--- src/rtl/fake_entropy_stream.sv ---
// rtl/fake_entropy_stream.sv - simulation-only LFSR fake entropy source with FIFO and syn/ack delivery; FAKE_ENTROPY_FAULT_EN enables stuck-zero injection
module fake_entropy_stream #(
  parameter int                    DATA_WIDTH = 32,
  parameter logic [DATA_WIDTH-1:0] LFSR_TAPS  = DATA_WIDTH'(32'h00400007),
  parameter logic [DATA_WIDTH-1:0] LFSR_SEED  = DATA_WIDTH'(32'h00000001),
  parameter int                    RATE_DIV   = 4,
  parameter int                    FIFO_DEPTH = 4
) (
  input  logic                  clk,
  input  logic                  reset,
  input  logic                  enable,
  input  logic                  fault_inject,
  output logic [DATA_WIDTH-1:0] raw_entropy,
  output logic [31:0]           stats,
  output logic                  enabled,
  output logic                  entropy_syn,
  output logic [DATA_WIDTH-1:0] entropy_data,
  input  logic                  entropy_ack
);

  localparam int AW = (FIFO_DEPTH > 1) ? $clog2(FIFO_DEPTH) : 1;
  localparam int CW = (RATE_DIV > 1) ? $clog2(RATE_DIV) : 1;
  // An all-zero seed would lock the LFSR, so it is promoted to 1.
  localparam logic [DATA_WIDTH-1:0] SEED_EFF   = (LFSR_SEED == '0) ? DATA_WIDTH'(1) : LFSR_SEED;
  localparam logic [CW-1:0]         RATE_LAST  = CW'(RATE_DIV - 1);
  localparam logic [AW:0]           COUNT_FULL = (AW + 1)'(FIFO_DEPTH);
  localparam logic [AW:0]           COUNT_ONE  = (AW + 1)'(1);
  localparam logic [AW-1:0]         PTR_ONE    = AW'(1);
  localparam logic [15:0]           SAT_MAX    = 16'hFFFF;

  logic [DATA_WIDTH-1:0] lfsr;
  logic [DATA_WIDTH-1:0] lfsr_next;
  logic [DATA_WIDTH-1:0] push_word;
  logic [DATA_WIDTH-1:0] mem [FIFO_DEPTH];
  logic [AW-1:0]         wr_ptr;
  logic [AW-1:0]         rd_ptr;
  logic [AW:0]           count;
  logic [CW-1:0]         rate_cnt;
  logic [15:0]           delivered;
  logic [15:0]           dropped;
  logic                  tick;
  logic                  full;
  logic                  syn;
  logic                  pop;
  logic                  push;
  logic                  drop;

  // LFSR step and the per-cycle push/pop/drop decisions.
  always_comb begin
    lfsr_next = {lfsr[DATA_WIDTH-2:0], 1'b0} ^ (lfsr[DATA_WIDTH-1] ? LFSR_TAPS : '0);
    tick      = enable && (rate_cnt == RATE_LAST);
    full      = (count == COUNT_FULL);
    syn       = enable && (count != '0);
    pop       = syn && entropy_ack;
    // A pop in the same cycle frees the slot, so a full FIFO still accepts the word.
    push      = tick && (!full || pop);
    drop      = tick && full && !pop;
  end

`ifdef FAKE_ENTROPY_FAULT_EN
  // Stuck-at-zero words while a fault is requested; the LFSR itself keeps running.
  always_comb begin
    push_word = fault_inject ? '0 : lfsr;
  end
`else
  logic unused_fault_inject;

  // Fault injection is not built in this configuration; the port is only tied off.
  always_comb begin
    push_word           = lfsr;
    unused_fault_inject = fault_inject;
  end
`endif

  // FIFO storage; pointers alone decide which entries are valid.
  always_ff @(posedge clk) begin
    if (push) begin
      mem[wr_ptr] <= push_word;
    end
  end

  // LFSR, rate counter, FIFO bookkeeping and saturating statistics.
  always_ff @(posedge clk) begin
    if (reset) begin
      lfsr      <= SEED_EFF;
      rate_cnt  <= '0;
      wr_ptr    <= '0;
      rd_ptr    <= '0;
      count     <= '0;
      delivered <= '0;
      dropped   <= '0;
      enabled   <= 1'b0;
    end else begin
      enabled <= enable;
      if (!enable) begin
        // Stopping flushes buffered words; LFSR and statistics are kept.
        rate_cnt <= '0;
        wr_ptr   <= '0;
        rd_ptr   <= '0;
        count    <= '0;
      end else begin
        lfsr     <= lfsr_next;
        rate_cnt <= tick ? '0 : rate_cnt + CW'(1);
        if (push) begin
          wr_ptr <= wr_ptr + PTR_ONE;
        end
        if (pop) begin
          rd_ptr <= rd_ptr + PTR_ONE;
        end
        case ({push, pop})
          2'b10:   count <= count + COUNT_ONE;
          2'b01:   count <= count - COUNT_ONE;
          default: count <= count;
        endcase
        if (pop && (delivered != SAT_MAX)) begin
          delivered <= delivered + 16'd1;
        end
        if (drop && (dropped != SAT_MAX)) begin
          dropped <= dropped + 16'd1;
        end
      end
    end
  end

  assign raw_entropy  = enable ? lfsr : '0;
  assign entropy_syn  = syn;
  assign entropy_data = syn ? mem[rd_ptr] : '0;
  assign stats        = {delivered, dropped};

endmodule
--- config.mk ---
export PLATFORM = sky130hd
export DESIGN_NAME = fake_entropy_stream
export DESIGN_NICKNAME = d
export VERILOG_FILES = /design/src/rtl/fake_entropy_stream.sv
export SDC_FILE = /design/constraint.sdc
export NUM_CORES = 1
export LEC_CHECK = 0
export ABC_AREA = 1
export CELL_PAD_IN_SITES_DETAIL_PLACEMENT = 1
export CELL_PAD_IN_SITES_GLOBAL_PLACEMENT = 1
export CORE_MARGIN = 1
export CORE_UTILIZATION = 39
export DETAILED_ROUTE_END_ITERATION = 12
export GPL_TIMING_DRIVEN = 0
export PLACE_DENSITY_LB_ADDON = 0.1
export SLEW_MARGIN = 20
export SYNTH_ARGS = -nofsm -noshare
export SYNTH_HDL_FRONTEND = slang
export SYNTH_SLANG_ARGS = --single-unit
--- constraint.sdc ---
create_clock -name clk -period 3.2 [get_ports clk]
set_input_delay 0.64 -clock clk [delete_from_list [all_inputs] [get_ports clk]]
set_output_delay 0.64 -clock clk [all_outputs]
set_load 0.02 [all_outputs]
# Word level (Yosys, flattened, before mapping)
# Memories as Yosys holds them, arrays and structs flattened. A register that Yosys moved wholly into a read port is not among the register bits.
# Index checks and enable logic that the tools add are counted.
dict set report classes {
  n_reduce_logical 17
  bitwise_logic 2
  n_eq_ne 6
  n_mux 8
  add_sub_neg 7
}
# operator count
set ops {}
lappend ops {{$mux 32} 2}
lappend ops {{$add 16x1->16 const B} 2}
lappend ops {{$ne 16x16->1 const B} 2}
lappend ops {{$xor 32x23->32} 1}
lappend ops {{$mux 23} 1}
lappend ops {{$logic_and 1x1->1} 8}
lappend ops {{$add 2x1->2 const B} 3}
lappend ops {{$pmux 3 s2} 1}
lappend ops {{$eq 2x2->1 const B} 2}
lappend ops {{$mux 2} 2}
lappend ops {{$reduce_and 2->1} 2}
lappend ops {{$add 3x1->3 const B} 1}
lappend ops {{$eq 3x3->1 const B} 1}
lappend ops {{$reduce_bool 3->1} 1}
lappend ops {{$reduce_or 3->1} 1}
lappend ops {{$sub 3x1->3 const B} 1}
lappend ops {{$eq 2x1->1 const B} 1}
lappend ops {{$logic_not 1->1} 2}
lappend ops {{$mux 1} 2}
lappend ops {{$reduce_bool 2->1} 1}
lappend ops {{$reduce_or 2->1} 1}
lappend ops {{$logic_or 1x1->1} 1}
lappend ops {{$not 1->1} 1}
dict set report totals {
  ff_bits 74
  out_inout_bits 98
  memories 1
  ram_bits 128
}
# memory depth width read_ports rd_ports_with_merged_regs wr line
set mem_list {}
lappend mem_list {mem 4 32 1 1 1 34} ;# logic [DATA_WIDTH-1:0] mem [FIFO_DEPTH];

# Depth between registers and ports, before layout
# Gate-level depths: netlist of run 1.
dict set report depth {
  ltp_word 7
  ltp_mapped 11
  depth_no_buf 11
}

# Least setup slack after synthesis of run 1
# No wires, ideal clock.
dict set report synth_path {
  kind {input to register}
  from {in enable}
  to {mem mem[0][0], enable pin}
  cell_stages 7
  setup_time_ps 421
  path_buffers 1
  setup_slack_ps 21
  arrival_ps 2758
  cell_sequence {buf_4 -> nand3_4 -> inv_2 -> nor2_1 -> nor2_1 -> inv_1 -> nor2_1}
}
dict set report synth_between {
  elab_chain_cells 6
}
# element line
set synth_rtl {}
lappend synth_rtl {{start: declaration} 11} ;# input logic enable,
lappend synth_rtl {{$logic_and 1x1->1} 53} ;# syn = enable && (count != '0);
lappend synth_rtl {{$logic_and 1x1->1} 54} ;# pop = syn && entropy_ack;
lappend synth_rtl {{$logic_or 1x1->1} 56} ;# push = tick && (!full || pop);
lappend synth_rtl {{$logic_and 1x1->1 *} 56}
lappend synth_rtl {{$mux 1 *} 77} ;# if (push) begin
lappend synth_rtl {{$mux 1 (not written as such) *} 78} ;# mem[wr_ptr] <= push_word;
lappend synth_rtl {{end: declaration} 34}
# Every way passes the cells marked *; elsewhere a longest branch is shown, timed or not.

==> run metrics, run 1 <==
max-slew violations=0; DR vias/cell=4.96; fin crit period=3.09 ns; hold_ws=0.435 ns; core footprint=21800 sq um; status=finished, final reports clean; Power Internal=4.40 mW; sequential power share=50.2%; postcts setup bufs=0; Post-CTS Hold Buffers=0; worst reg-to-reg setup slack=0.65 ns; gr ovfl total=0; antenna violations before repair=0; Final ANT Viol Nets=0; Critical Path Sink Type=output port; RSZ-0062 raised after global routing=yes; GP Congestion=0.789; clk sinks=204; Gate power share=1.5%; Post-Layout Cell Count=1354; DRC viols=0; largest net degree at the start of global routing=22; CTS tree=done; Setup TNS Final=0 ns; layout cells sized above 1=9.50%; Clk Tree Root Cell=clkbuf_16; Worst R2R Start=count[0]; # port buffers=100; initial core utilization=39.8%; CTS max path bufs=3; H-tree levels=1; first-pass GRT wire length=37600 um; design area=11000 sq um; CTS Buf Count=22; hold crit path type=flop to flop; Synth Flop Type=edfxtp_1; Layout Nets=1071; fmax=323 MHz; CTS resizes=21; Post-Place Cells=1315; Area Growth Syn to Fin=26.2%; Final Skew=0.00657 ns; DR pass1 iterations=4; critical path launch point type=flop; vias in the first global route=6988; Die X=151 um; placed standard-cell area=10200 sq um; HPWL after detailed placement=15700 um; Leakage=4.13 nW; WL final=23700 um; Clk pwr share=48.3%; syn nets=944; vias=6716; Power per Cell Area=504 nW/um^2; Worst EP required=2.56 ns; DR WL/cell=17.5 um; clk_lat worst skew=0.51 ns; CP max FO=10; worst r2r path cells=9; number of max-cap violations=0; # rows=54; Synth Warn #=0; Die Y=151 um; Worst slew margin=49.1%; WP data arrival=2.45 ns; net switching power=1.13 mW; critical path class=flop to output port; I/O Pins=103; Yosys cell types=32; die area=22900 sq um; post-synthesis average cell area=9.33 sq um; EDFF count, synth=128; pre-CTS WS=-0.0789 ns; # fillers=2472; Layout Utilization=50.2%; maximum vdd drop=0.358 mV; reg-to-reg critical path endpoint=mem[1][11]; Final period util=96.6%; setup violators final=0; antenna diode count=0; Cell Area, Synth=8690 sq um; sequential fraction of the synthesis area=61.8%; Worst Setup EP=entropy_data[7]; Worst-path clk slew=0.06 ns; switch share=20.4%; synthesized flop and latch total=204; Mapped Cells=931; iteration-0 DRC count of the detailed router=313; Total Routing Usage GR=21.7%; Worst Tran Pin Value=0.764 ns; final hold vios=0; ys async rst share=0%; Tot Pwr=5.53 mW; setup ws final=0.108 ns
## how the worst min path moves through the flow
stage / start / endpoint / cells past startpoint
after global routing: rate_cnt[0] / rate_cnt[0] / 1
final: rate_cnt[0] / rate_cnt[0] / 1
after global placement: rate_cnt[0] / rate_cnt[0] / 1
after floorplan: rate_cnt[0] / rate_cnt[0] / 1
after CTS: rate_cnt[0] / rate_cnt[0] / 1
after detailed placement: rate_cnt[0] / rate_cnt[0] / 1
## worst max-delay path, cell delays in order, from the launching register on
cell and delay, ns:
dfxtp_1 0.32, clkinv_1 0.17, clkbuf_1 0.45, o21ai_0 0.21, a21oi_1 0.18, clkdlybuf4s50_1 0.62
## per-layer routing
metal | track usage [%] | wire, um | share of wire [%] | up-vias
met2 | 40.2 | 12200 | 52 | 127
li1 | - | - | - | 3331
met4 | 6.10 | 427 | 1.8 | 0
met3 | 3.28 | 982 | 4.1 | 33
met1 | 25.9 | 10100 | 43 | 3225
met5 | 0 | 0 | 0 | -
## final cells by class
| class | count | area, sq um | share of cell area, % |
|---|---|---|---|
| plain buffers | 39 | 218 | 1.99 |
| multi-input cells | 610 | 2880 | 26.2 |
| flip-flops and latches | 204 | 5370 | 48.9 |
| clock buffers | 27 | 611 | 5.57 |
| repair buffers | 104 | 1100 | 10.0 |
| inverters | 77 | 289 | 2.64 |
| clock inverters | 13 | 158 | 1.44 |
| well taps | 280 | 350 | 3.20 |
## placed cells by master (no fill, tap or decap), types with 3 or more instances in the layout
master,synthesis,final
buf_4,1,3
nor2_4,4,8
ha_1,7,7
dfxtp_1,76,75
dlygate4sd2_1,0,9
xor2_1,7,7
nand3_1,21,21
clkdlybuf4s50_1,0,86
a21oi_1,86,86
nand4_1,8,8
bufinv_16,0,3
a21oi_2,11,11
dlymetal6s2s_1,0,5
xnor2_1,5,5
inv_2,3,3
edfxtp_1,128,128
nand2_1,180,180
nor2_2,3,3
clkinv_1,3,3
clkbuf_2,0,7
clkbuf_16,0,23
nand2_2,9,9
clkbuf_1,25,17
inv_1,71,71
o21ai_0,74,74
clkinv_2,0,5
buf_6,4,4
clkbuf_4,0,5
clkinvlp_4,0,3
buf_1,6,3
nor2_1,184,180
## power groups by stage
stage / sequential (mW) / combinational (mW) / clock [mW]
after CTS: 2.78 / 0.0825 / 2.71
after global routing: 2.78 / 0.0884 / 2.81
final: 2.78 / 0.0802 / 2.67
after detailed placement: 2.83 / 0.0814 / 0
after global placement: 2.83 / 0.0798 / 0
after floorplan: 2.83 / 0.0426 / 0
## cell usage after synthesis, types with 2 or more instances
library cell / count / area, sq um
nor2_1: 184 / 691
nand2_1: 180 / 676
edfxtp_1: 128 / 3840
a21oi_1: 86 / 430
dfxtp_1: 76 / 1520
o21ai_0: 74 / 370
inv_1: 71 / 267
clkbuf_1: 25 / 93.8
nand3_1: 21 / 105
a21oi_2: 11 / 96.3
nand2_2: 9 / 56.3
nand4_1: 8 / 50.1
ha_1: 7 / 87.6
xor2_1: 7 / 61.3
buf_1: 6 / 22.5
xnor2_1: 5 / 43.8
buf_2: 4 / 20.0
buf_6: 4 / 45.0
nor2_4: 4 / 45.0
clkinv_1: 3 / 11.3
inv_2: 3 / 11.3
nor2_2: 3 / 18.8
nand2_4: 2 / 22.5
nor3_1: 2 / 10.0
## logic make-up (layout without fill, tap and decap cells)
kind of cell / after synthesis / in the layout / synth area share, %
XOR/XNOR: 12 / 12 / 1.21
flip-flops: 204 / 204 / 61.8
AO/OA/AOI/OAI: 175 / 175 / 10.8
AND/OR/NAND/NOR: 415 / 415 / 19.5
buffers and inverters: 117 / 260 / 5.50
adder cells (fa/ha/maj): 8 / 8 / 1.24
## flip-flops by register name (all words and copies together) (netlist names), named ones only
| register | cells |
|---|---|
| rd_ptr | 2 |
| enabled | 1 |
| rate_cnt | 2 |
| mem | 128 |
| dropped | 16 |
| count | 3 |
| delivered | 16 |
| lfsr | 32 |
| wr_ptr | 2 |
No activity file was read; power rests on OpenSTA's default activity.
==> run 2: changes to the inputs <==
--- a/config.mk
+++ b/config.mk
@@ -10,6 +10,7 @@
 export CELL_PAD_IN_SITES_GLOBAL_PLACEMENT = 1
 export CORE_MARGIN = 1
 export CORE_UTILIZATION = 39
+export CTS_CLUSTER_DIAMETER = 100
 export DETAILED_ROUTE_END_ITERATION = 12
 export GPL_TIMING_DRIVEN = 0
 export PLACE_DENSITY_LB_ADDON = 0.1
==> results of run 2 <==
The final DEF is identical to that of run 1; final timing and power are the same.
